File: config.mk
export PLATFORM = sky130hd
export DESIGN_NAME = fetch_unit_flat
export DESIGN_NICKNAME = d
export VERILOG_FILES = /design/src/rtl/mips_pkg.sv /design/src/rtl/fetch_unit_if.sv /design/src/rtl/fetch_unit.sv /design/src/flat_wrapper.sv
export SDC_FILE = /design/constraint.sdc
export NUM_CORES = 1
export LEC_CHECK = 0
export CAP_MARGIN = 0
export CORE_MARGIN = 2
export CORE_UTILIZATION = 40
export DETAILED_ROUTE_END_ITERATION = 6
export HOLD_SLACK_MARGIN = 0.08
export MAX_ROUTING_LAYER = met4
export PLACE_DENSITY = 0.8
export SLEW_MARGIN = 40
export SYNTH_ARGS = -nofsm -noshare
export SYNTH_HDL_FRONTEND = slang
export SYNTH_SLANG_ARGS = --single-unit
File: constraint.sdc
create_clock -name clock -period 3.5 [get_ports clock]
set_input_delay 0.7 -clock clock [delete_from_list [all_inputs] [get_ports clock]]
set_output_delay 0.7 -clock clock [all_outputs]
set_load 0.1 [all_outputs]
File: src/rtl/mips_pkg.sv
// Shared definitions for the instruction fetch stage and its neighbours.
// Latency: n/a (types and constants only).
// Backpressure: n/a.
package mips_pkg;

    localparam int          INSN_WIDTH  = 32;
    localparam int          PC_WIDTH    = 32;
    localparam logic [31:0] START_ADDR  = 32'h8002_0000;   // program load base
    localparam logic [1:0]  ACCESS_WORD = 2'b00;            // single-word access
    localparam logic        RW_READ     = 1'b0;

    // Fetch sequencing: one request outstanding at most.
    typedef enum logic [1:0] {
        IDLE  = 2'd0,
        FETCH = 2'd1,
        WAIT  = 2'd2,
        HOLD  = 2'd3
    } fetch_state_t;

endpackage

File: src/rtl/fetch_unit_if.sv
// Bundle of redirect, memory-port and decode-handshake signals around fetch_unit.
// Latency: n/a (wiring only).
// Backpressure: carries mem_busy (memory side) and insn_ready (decode side).
//
// master: the fetch stage.  slave: memory, decode and redirect source together.
interface fetch_unit_if
    import mips_pkg::*;
#(
    parameter int ADDR_WIDTH = PC_WIDTH,
    parameter int DATA_WIDTH = INSN_WIDTH
);
    // redirect from downstream
    logic                  redirect_valid;
    logic [ADDR_WIDTH-1:0] redirect_pc;
    // memory instruction port
    logic [ADDR_WIDTH-1:0] mem_address;
    logic [DATA_WIDTH-1:0] mem_data_in;
    logic [1:0]            mem_access_size;
    logic                  mem_rw;
    logic                  mem_enable;
    logic                  mem_busy;
    logic [DATA_WIDTH-1:0] mem_data_out;
    // decode handshake
    logic                  insn_valid;
    logic [DATA_WIDTH-1:0] insn;
    logic [ADDR_WIDTH-1:0] insn_pc;
    logic                  insn_ready;

    modport master (
        input  redirect_valid, redirect_pc,
        output mem_address, mem_data_in, mem_access_size, mem_rw, mem_enable,
        input  mem_busy, mem_data_out,
        output insn_valid, insn, insn_pc,
        input  insn_ready
    );

    modport slave (
        output redirect_valid, redirect_pc,
        input  mem_address, mem_data_in, mem_access_size, mem_rw, mem_enable,
        output mem_busy, mem_data_out,
        input  insn_valid, insn, insn_pc,
        output insn_ready
    );

endinterface

File: src/rtl/fetch_unit.sv
// Instruction fetch: holds the PC, issues single-word reads, hands {insn, insn_pc} to decode.
// Latency: 3 cycles per instruction best case (FETCH, WAIT, HOLD with insn_ready).
// Backpressure: mem_busy holds the request stable; insn_ready=0 holds the instruction indefinitely.
//
// Ports: clock, reset_n (async active-low); fu = fetch_unit_if.master carrying
// redirect_valid/redirect_pc, the memory request/response signals and the
// insn_valid/insn/insn_pc/insn_ready handshake. All outputs are registered.
module fetch_unit #(
    parameter int                    ADDR_WIDTH = mips_pkg::PC_WIDTH,
    parameter int                    DATA_WIDTH = mips_pkg::INSN_WIDTH,
    parameter logic [ADDR_WIDTH-1:0] START_ADDR = mips_pkg::START_ADDR
) (
    input  logic              clock,
    input  logic              reset_n,
    fetch_unit_if.master      fu
);
    import mips_pkg::*;

    localparam logic [ADDR_WIDTH-1:0] PC_STEP    = ADDR_WIDTH'(4);
    localparam logic [ADDR_WIDTH-1:0] ALIGN_MASK = ~ADDR_WIDTH'(3);

    fetch_state_t          state_q, state_d;
    logic [ADDR_WIDTH-1:0] pc_q, pc_d;
    logic [DATA_WIDTH-1:0] insn_q, insn_d;
    logic [ADDR_WIDTH-1:0] insn_pc_q, insn_pc_d;
    logic                  insn_valid_q, insn_valid_d;
    logic                  mem_enable_q, mem_enable_d;
    logic [ADDR_WIDTH-1:0] mem_address_q, mem_address_d;

    always_comb begin
        state_d       = state_q;
        pc_d          = pc_q;
        insn_d        = insn_q;
        insn_pc_d     = insn_pc_q;
        insn_valid_d  = insn_valid_q;

        unique case (state_q)
            IDLE: begin
                // reset-release cycle: nothing issued yet
                state_d = FETCH;
            end
            FETCH: begin
                if (!fu.mem_busy) begin
                    state_d = WAIT;
                end
            end
            WAIT: begin
                // read data is valid exactly one cycle after acceptance
                insn_d       = fu.mem_data_out;
                insn_pc_d    = pc_q;
                insn_valid_d = 1'b1;
                pc_d         = pc_q + PC_STEP;   // wraps modulo 2^ADDR_WIDTH
                state_d      = HOLD;
            end
            HOLD: begin
                if (fu.insn_ready) begin
                    insn_valid_d = 1'b0;
                    state_d      = FETCH;
                end
            end
            default: state_d = IDLE;
        endcase

        // Redirect overrides everything outside IDLE: a pending read's data or
        // a held instruction is dropped and fetch restarts at the target.
        // insn/insn_pc keep their last captured values.
        if (fu.redirect_valid && (state_q != IDLE)) begin
            pc_d         = fu.redirect_pc & ALIGN_MASK;
            insn_d       = insn_q;
            insn_pc_d    = insn_pc_q;
            insn_valid_d = 1'b0;
            state_d      = FETCH;
        end

        // Request outputs are registered, so derive them from the next state.
        // The address is held outside FETCH; only mem_enable qualifies it.
        mem_enable_d  = (state_d == FETCH);
        mem_address_d = (state_d == FETCH) ? pc_d : mem_address_q;
    end

    always_ff @(posedge clock or negedge reset_n) begin
        if (!reset_n) begin
            state_q       <= IDLE;
            pc_q          <= START_ADDR;
            insn_q        <= '0;
            insn_pc_q     <= '0;
            insn_valid_q  <= 1'b0;
            mem_enable_q  <= 1'b0;
            mem_address_q <= '0;
        end else begin
            state_q       <= state_d;
            pc_q          <= pc_d;
            insn_q        <= insn_d;
            insn_pc_q     <= insn_pc_d;
            insn_valid_q  <= insn_valid_d;
            mem_enable_q  <= mem_enable_d;
            mem_address_q <= mem_address_d;
        end
    end

    assign fu.mem_address     = mem_address_q;
    assign fu.mem_data_in     = '0;
    assign fu.mem_access_size = ACCESS_WORD;
    assign fu.mem_rw          = RW_READ;
    assign fu.mem_enable      = mem_enable_q;
    assign fu.insn_valid      = insn_valid_q;
    assign fu.insn            = insn_q;
    assign fu.insn_pc         = insn_pc_q;

endmodule

File: src/flat_wrapper.sv
// flat-port wrapper written by rule: the top's interface ports become plain ports
module fetch_unit_flat import mips_pkg::*;
#(
    parameter int                    ADDR_WIDTH = mips_pkg::PC_WIDTH,
    parameter int                    DATA_WIDTH = mips_pkg::INSN_WIDTH,
    parameter logic [ADDR_WIDTH-1:0] START_ADDR = mips_pkg::START_ADDR
)
  (clock, reset_n, fu_redirect_valid, fu_redirect_pc, fu_mem_address, fu_mem_data_in, fu_mem_access_size, fu_mem_rw, fu_mem_enable, fu_mem_busy, fu_mem_data_out, fu_insn_valid, fu_insn, fu_insn_pc, fu_insn_ready);
  fetch_unit_if #(.ADDR_WIDTH(ADDR_WIDTH), .DATA_WIDTH(DATA_WIDTH)) fu_i ();
  input  logic clock;
  input  logic reset_n;
  input wire logic [$bits(fu_i.redirect_valid)-1:0] fu_redirect_valid;
  input wire logic [$bits(fu_i.redirect_pc)-1:0] fu_redirect_pc;
  output wire logic [$bits(fu_i.mem_address)-1:0] fu_mem_address;
  output wire logic [$bits(fu_i.mem_data_in)-1:0] fu_mem_data_in;
  output wire logic [$bits(fu_i.mem_access_size)-1:0] fu_mem_access_size;
  output wire logic [$bits(fu_i.mem_rw)-1:0] fu_mem_rw;
  output wire logic [$bits(fu_i.mem_enable)-1:0] fu_mem_enable;
  input wire logic [$bits(fu_i.mem_busy)-1:0] fu_mem_busy;
  input wire logic [$bits(fu_i.mem_data_out)-1:0] fu_mem_data_out;
  output wire logic [$bits(fu_i.insn_valid)-1:0] fu_insn_valid;
  output wire logic [$bits(fu_i.insn)-1:0] fu_insn;
  output wire logic [$bits(fu_i.insn_pc)-1:0] fu_insn_pc;
  input wire logic [$bits(fu_i.insn_ready)-1:0] fu_insn_ready;
  assign fu_i.redirect_valid = fu_redirect_valid;
  assign fu_i.redirect_pc = fu_redirect_pc;
  assign fu_mem_address = fu_i.mem_address;
  assign fu_mem_data_in = fu_i.mem_data_in;
  assign fu_mem_access_size = fu_i.mem_access_size;
  assign fu_mem_rw = fu_i.mem_rw;
  assign fu_mem_enable = fu_i.mem_enable;
  assign fu_i.mem_busy = fu_mem_busy;
  assign fu_i.mem_data_out = fu_mem_data_out;
  assign fu_insn_valid = fu_i.insn_valid;
  assign fu_insn = fu_i.insn;
  assign fu_insn_pc = fu_i.insn_pc;
  assign fu_i.insn_ready = fu_insn_ready;
  fetch_unit #(.ADDR_WIDTH(ADDR_WIDTH), .DATA_WIDTH(DATA_WIDTH), .START_ADDR(START_ADDR)) u_core (.clock(clock), .reset_n(reset_n), .fu(fu_i));
endmodule
Yosys cells after proc, flatten, opt, wreduce, memory -nomap -nowiden
Index checks and enable logic that the tools add are counted.
{"block": "classes", "addsub": 1, "n_reduce_logical": 6, "bitwise_logic": 1, "mux": 9, "eq_ne": 5}
{"op": "2-to-1 mux 32 bit", "count": 2}
{"op": "adder 32 x 3 -> 32 bit, second input constant", "count": 1}
{"op": "one-hot mux 2 bit (4 select lines)", "count": 1}
{"op": "2-to-1 mux 2 bit", "count": 3}
{"op": "== test 2 x 1 -> 1 bit, second input constant", "count": 2}
{"op": "== test 2 bit, second input constant", "count": 2}
{"op": "AND reduction 2 bit", "count": 2}
{"op": "inequality test 3 x 2 -> 1 bit, second input constant", "count": 1}
{"op": "nonzero test 3 bit", "count": 1}
{"op": "zero test 2 bit", "count": 1}
{"op": "2-to-1 mux 1 bit", "count": 2}
{"op": "one-hot mux 1 bit (2 select lines)", "count": 1}
{"op": "nonzero test 2 bit", "count": 1}
{"op": "logical AND 1 bit", "count": 1}
{"op": "inverter 1 bit", "count": 1}
{"block": "totals", "wordCells": 29, "register_bits": 132, "in_bits": 69}

Depth between registers and ports, before layout
{"block": "depth", "ltp_word": 4, "depth_mapped": 7, "mapped_depth_nobuf": 5}

Worst setup path before layout
Ideal clock, no wire load.
{"block": "synth_path", "path_kind": "input to register", "start": "input fu_redirect_valid", "end": "register u_core.mem_address_q[19], in the netlist u_core.fu.mem_address[19]", "required_ps": 3404, "arrival_time_ps": 2018, "path_slack_ps": 1387, "cell_stages": 6, "cell_sequence": "nor4b_1 a21oi_2 inv_2 clkbuf_1 a22oi_1 o31ai_1"}
{"block": "synth_between", "elab_chain_cells": 3}
{"item": "start, declared", "line": "flat_wrapper.sv:12", "source": "input wire logic [$bits(fu_i.redirect_valid)-1:0] fu_redirect_valid;"}
{"item": "logical AND 1 bit (*)", "line": "fetch_unit.sv:67", "source": "if (fu.redirect_valid && (state_q != IDLE)) begin"}
{"item": "2-to-1 mux 2 bit", "line": "fetch_unit.sv:67"}
{"item": "== test 2 x 1 -> 1 bit", "line": "fetch_unit.sv:78", "source": "mem_address_d = (state_d == FETCH) ? pc_d : mem_address_q;"}
{"item": "end signal, assigned", "line": "fetch_unit.sv:97", "source": "mem_address_q <= mem_address_d;"}
{"item": "end, declared", "line": "fetch_unit.sv:28", "source": "logic [ADDR_WIDTH-1:0] mem_address_q, mem_address_d;"}
Every way passes the cells marked *; elsewhere a longest branch is shown, timed or not.
A chain may end at the register's enable or synchronous reset.

Worst setup path in the final report
{"block": "layout_path", "start": "register u_core.state_q[0]", "end": "register u_core.pc_q[24]"}
{"block": "layout_between", "elab_chain_cells": 3}
{"item": "start, declared", "line": "fetch_unit.sv:22", "source": "fetch_state_t state_q, state_d;"}
{"item": "start signal, assigned", "line": "fetch_unit.sv:91", "source": "state_q <= state_d;"}
{"item": "== test 2 bit or nonzero test 2 bit (tied branches)", "line": "fetch_unit.sv:37, fetch_unit.sv:67"}
{"item": "2-to-1 mux 32 bit or logical AND 1 bit (tied branches)", "line": "fetch_unit.sv:37, fetch_unit.sv:67"}
{"item": "2-to-1 mux 32 bit (*)", "line": "fetch_unit.sv:67"}
{"item": "named net u_core.pc_d[24]", "line": "fetch_unit.sv:23", "source": "logic [ADDR_WIDTH-1:0] pc_q, pc_d;"}
{"item": "end signal, assigned", "line": "fetch_unit.sv:92", "source": "pc_q <= pc_d;"}
{"item": "end, declared", "line": "fetch_unit.sv:23"}
Mark *: on every way through the listed nets, which the timed path passes. The rest lies on a longest branch.

==> impl_summary.md <==
Status
The run finished with clean final reports.

Clock tree
The TritonCTS sink count is between 100 and 150. The clock tree buffer depth is 2. The H-tree was split into 4 levels. The clock tree from TritonCTS is built. Hold repair after CTS inserted 0 buffers. Gates resized during post-CTS repair numbered 0. The clock-pin slew on the worst setup and hold paths is ~0.05 ns. The clock reaches the later pin of the worst-skew pair after between 0.4 and 0.5 ns. In this run the post-CTS setup repair buffer count came out at 0. Buffers inserted during clock tree synthesis total 17.

The cell sitting at the root of the clock tree is a sky130_fd_sc_hd__clkbuf_16.

Critical path
The cell type of the slowest stage on the worst timing path is sky130_fd_sc_hd__or4_4. The startpoint type of the worst setup path is a register. Across all register-to-register paths, the minimum setup slack is 0.69 ns. The kind of cell with the highest combined delay along the critical path is simple AND/OR/NAND/NOR gates. The signal on the critical path passes through nand4b_1, or4_4, or4_1, a31oi_1. The delay of the slowest cell on the worst path is ~0.83 ns. For the worst flop-to-flop path, the logic depth is 4.

The critical path runs through a total of 4 cells. STA classifies the critical path endpoint as a register. The type of the worst setup path is reg -> reg. The largest fanout on the critical path is 15.

In this run the critical register-to-register path is launched from u_core.state_q[0]. Together, buffers and inverters on the worst path number 0. The data required time of the critical path is 3.84 ns. The signal arrival time at the worst endpoint is 3.15 ns. The endpoint of the worst register-to-register path is u_core.pc_q[24].

Cells and area
Of the cells placed in the final design, the portion with a size suffix greater than 1 is 31.22%. The net count of the finished layout is 755. The area growth from synthesis to layout is 29.63%. Once layout is done, the placed cells without fillers occupy 7784 µm².

The number of antenna diodes in the final layout is 0. After filler insertion, the fill cell instance count of the layout stands at 1258.

Detailed routing
After detailed routing, the average wire length per cell comes to 17.35 µm. The first-iteration detailed-routing DRC count is 223. Wires add up to roughly 15 mm. The post-route DRC violation count is 0. Using the TritonRoute via totals, the vias-per-cell ratio works out to roughly 5.4. The number of vias in the routed layout is 4733. The first-pass detailed-route iteration total is 4. The count of nets left with antenna violations once routing finished came out at 0.

Die
The area of the die is around 16000 µm². The region available for standard cell placement spans 14590 µm². The number of top-level design ports is around 200. Measured along the x axis, the die boundary spans 126.5 µm.

The vertical die dimension is 126.5 µm. The effective utilization at floorplan is between 40% and 50%. In this run the core area contains 44 standard-cell rows.

STA
Setup violations remaining at the end of the flow were counted as 0. The setup TNS is 0 ns. Hold timing on the final database bottoms out at a slack of 0.3097 ns. The routed design could run at a clock period as short as 2.812 ns.

After layout, the worst setup slack is 0.6881 ns. The number of pins with negative max-slew slack in the final report is 0. The final count of hold timing violations came to 0. For the pin with the worst max-slew slack, the measured transition is 0.7891 ns. Derived from the worst setup path, the maximum achievable clock frequency is about 360 MHz. The final clock period utilization by the worst path is around four fifths. Setup repair after global routing left no endpoint under its margin.

The final worst clock skew is 0.004338 ns. The worst relative slew slack is a little under half.

Yosys
In this run, distinct cell masters in the synthesized netlist total 53. Counting every instance in the synthesized netlist gives 521. The synthesized area per cell is 11.52 µm². Yosys attributes the largest share of cell area to sky130_fd_sc_hd__dfrtp_1 54%, sky130_fd_sc_hd__mux2_2 13%, sky130_fd_sc_hd__buf_4 4.4%, sky130_fd_sc_hd__nand2_1 2.3%, sky130_fd_sc_hd__nor2_1 2.0%. The cell accounting for the most synthesized area is sky130_fd_sc_hd__dfrtp_1. The top flip-flop cell by instance count after synthesis is sky130_fd_sc_hd__dfrtp_1. The yosys synthesis warning count is 0. The post-synthesis sequential element count is between 100 and 150. Yosys mapped a number of flops with a built-in enable equal to 0. The async set or reset register ratio after synthesis is 100.0%. The share of synthesized area occupied by flip-flops and latches is 55.05%.

The share of synthesized area in the top cell type comes to 54.18%. The cell area that synthesis handed to floorplanning was between 6000 and 7000 µm².

Global routing
Global routing finished with a remaining overflow of 0. The first-pass GRT wire length is 24.56 mm. The largest net degree at the start of global routing is 82. The via count of the first global-routing pass was 4787. The initial antenna violation count came to 0.

Global routing consumed, over all layers together, 19.98% of the routing resources.

Power
Sequential cells burn a little under 30% of the power. Power spread over the standard cell area amounts to 941.8 nW/µm². The internal power consumption is 3.501 mW. The portion of total power attributed to the clock network is 22.1%.

For this design the static power due to leakage is 3.473 nW. The share of total power dissipated in combinational logic is 48.5%. The analysis attributes to net switching a power of 3.830 mW. The worst supply voltage drop on vdd is 0.0005203 V.

The total power is 7.331 mW. Net switching is 52.24% of the power.

Worst hold path
The tightest min-delay check is of the in -> async type.

Flow run
The tool flagged a number of max-cap violations equal to 0.

Placement
The number of input and output port buffers inserted is 164. The placed wire-length estimate is ~11 mm. The area after detailed placement is around 7200 µm². Routability-driven placement finished with a final weighted congestion of ~0.83. Prior to clock tree synthesis, the placed netlist has a worst setup slack of 0.5881 ns.
registers in the layout, summed over array words and instances, names as in the netlist:
signal and count:
u_core.state_q 2, u_core.fu.insn_valid 1, u_core.fu.mem_enable 1, u_core.fu.mem_address 32, u_core.pc_q 32, u_core.fu.insn 32, u_core.fu.insn_pc 32
routing by layer:
| metal | up-vias | wire (µm) | GRT usage, % |
|---|---|---|---|
| met2 | 202 | 7638 | 32.27 |
| met5 | - | 0 | - |
| li1 | 2152 | - | - |
| met4 | 0 | 171 | 6.206 |
| met3 | 16 | 1068 | 5.905 |
| met1 | 2363 | 6376 | 24.27 |
cell usage in the layout (no fill, tap or decap), types with 6 or more instances in the layout:
master / Yosys / routed
sky130_fd_sc_hd__dfrtp_1: 130 / 130
sky130_fd_sc_hd__buf_2: 8 / 90
sky130_fd_sc_hd__mux2_2: 71 / 71
sky130_fd_sc_hd__clkdlybuf4s50_1: 0 / 65
sky130_fd_sc_hd__nand2_1: 37 / 37
sky130_fd_sc_hd__conb_1: 1 / 35
sky130_fd_sc_hd__nor2_1: 32 / 31
sky130_fd_sc_hd__a21oi_1: 22 / 22
sky130_fd_sc_hd__clkbuf_16: 0 / 17
sky130_fd_sc_hd__buf_4: 35 / 15
sky130_fd_sc_hd__or4_1: 13 / 13
sky130_fd_sc_hd__a31oi_1: 13 / 13
sky130_fd_sc_hd__a22oi_1: 13 / 13
sky130_fd_sc_hd__nand4_1: 12 / 12
sky130_fd_sc_hd__o31ai_1: 10 / 10
sky130_fd_sc_hd__o21ai_0: 9 / 9
sky130_fd_sc_hd__inv_1: 8 / 8
sky130_fd_sc_hd__o22ai_1: 8 / 8
sky130_fd_sc_hd__nand3_1: 7 / 7
sky130_fd_sc_hd__xnor2_1: 6 / 6
power groups by stage:
stage,clock network (mW),logic [mW],registers (mW)
6_report,1.62,3.56,2.15
3_5_place_dp,0,3.57,2.17
2_1_floorplan,0,0.664,4.45
4_1_cts,1.66,3.58,2.15
3_3_place_gp,0,3.82,2.16
5_1_grt,1.73,3.67,2.21
area by class of cell:
cell class / instances / area (µm²) / share of cell area [%]
clock buffer: 23 / 478.0 / 6.140
timing repair buffer: 172 / 1247 / 16.03
inverter: 9 / 33.78 / 0.4340
multi-input combinational: 353 / 2434 / 31.26
clock inverter: 6 / 55.05 / 0.7073
sequential: 132 / 3306 / 42.47
tap: 184 / 230.2 / 2.958
cells by family after synthesis:
group           Yosys count  synth area share [%]
compound gates           93                 10.15
xor+xnor                  9                 1.313
fa+ha+maj                 1                0.2083
buf+inv                  70                 6.856
flops                   132                 55.05
mux                      71                 13.32
other cells               1               0.06245
simple gates            144                 13.04
synthesized netlist by cell type, types with 2 or more instances:
cell / count
sky130_fd_sc_hd__buf_1: 2
sky130_fd_sc_hd__a22oi_1: 13
sky130_fd_sc_hd__a21oi_1: 22
sky130_fd_sc_hd__and3_1: 4
sky130_fd_sc_hd__mux2_2: 71
sky130_fd_sc_hd__nor4_1: 4
sky130_fd_sc_hd__dfstp_2: 2
sky130_fd_sc_hd__o22ai_1: 8
sky130_fd_sc_hd__xnor2_1: 6
sky130_fd_sc_hd__or4_4: 2
sky130_fd_sc_hd__nor2b_1: 4
sky130_fd_sc_hd__nand3_1: 7
sky130_fd_sc_hd__nor2_1: 32
sky130_fd_sc_hd__a221o_1: 3
sky130_fd_sc_hd__o21ai_1: 2
sky130_fd_sc_hd__nor3_1: 5
sky130_fd_sc_hd__nand2_1: 37
sky130_fd_sc_hd__or3_1: 5
sky130_fd_sc_hd__dfrtp_1: 130
sky130_fd_sc_hd__or4_1: 13
sky130_fd_sc_hd__and4b_1: 2
sky130_fd_sc_hd__o21ai_0: 9
sky130_fd_sc_hd__buf_4: 35
sky130_fd_sc_hd__clkbuf_1: 15
sky130_fd_sc_hd__o211ai_1: 5
sky130_fd_sc_hd__nand2b_1: 3
sky130_fd_sc_hd__inv_1: 8
sky130_fd_sc_hd__nand4_1: 12
sky130_fd_sc_hd__a31oi_1: 13
sky130_fd_sc_hd__buf_2: 8
sky130_fd_sc_hd__and2_1: 4
sky130_fd_sc_hd__nand3b_1: 3
sky130_fd_sc_hd__o31ai_1: 10
sky130_fd_sc_hd__xor2_1: 3
worst max-delay path by stage:
stage                     slack, ns               from                         to
after floorplan                1.39  fu_redirect_valid  u_core.fu.mem_address[19]
after global placement         0.83  fu_redirect_valid  u_core.fu.mem_address[28]
after detailed placement       0.59  fu_redirect_valid  u_core.fu.mem_address[20]
after CTS                      0.71  u_core.state_q[0]            u_core.pc_q[24]
after global routing           0.51  u_core.state_q[1]            u_core.pc_q[26]
final                          0.69  u_core.state_q[0]            u_core.pc_q[24]
through the flow:
step / utilization, % / cells
after floorplan: - / 555
after global placement: 52.77 / 850
after detailed placement: 49.68 / 850
after CTS: 53.34 / 879
after global routing: 53.35 / 879
final: 53.35 / 879
No activity file was read; power rests on OpenSTA's default activity.
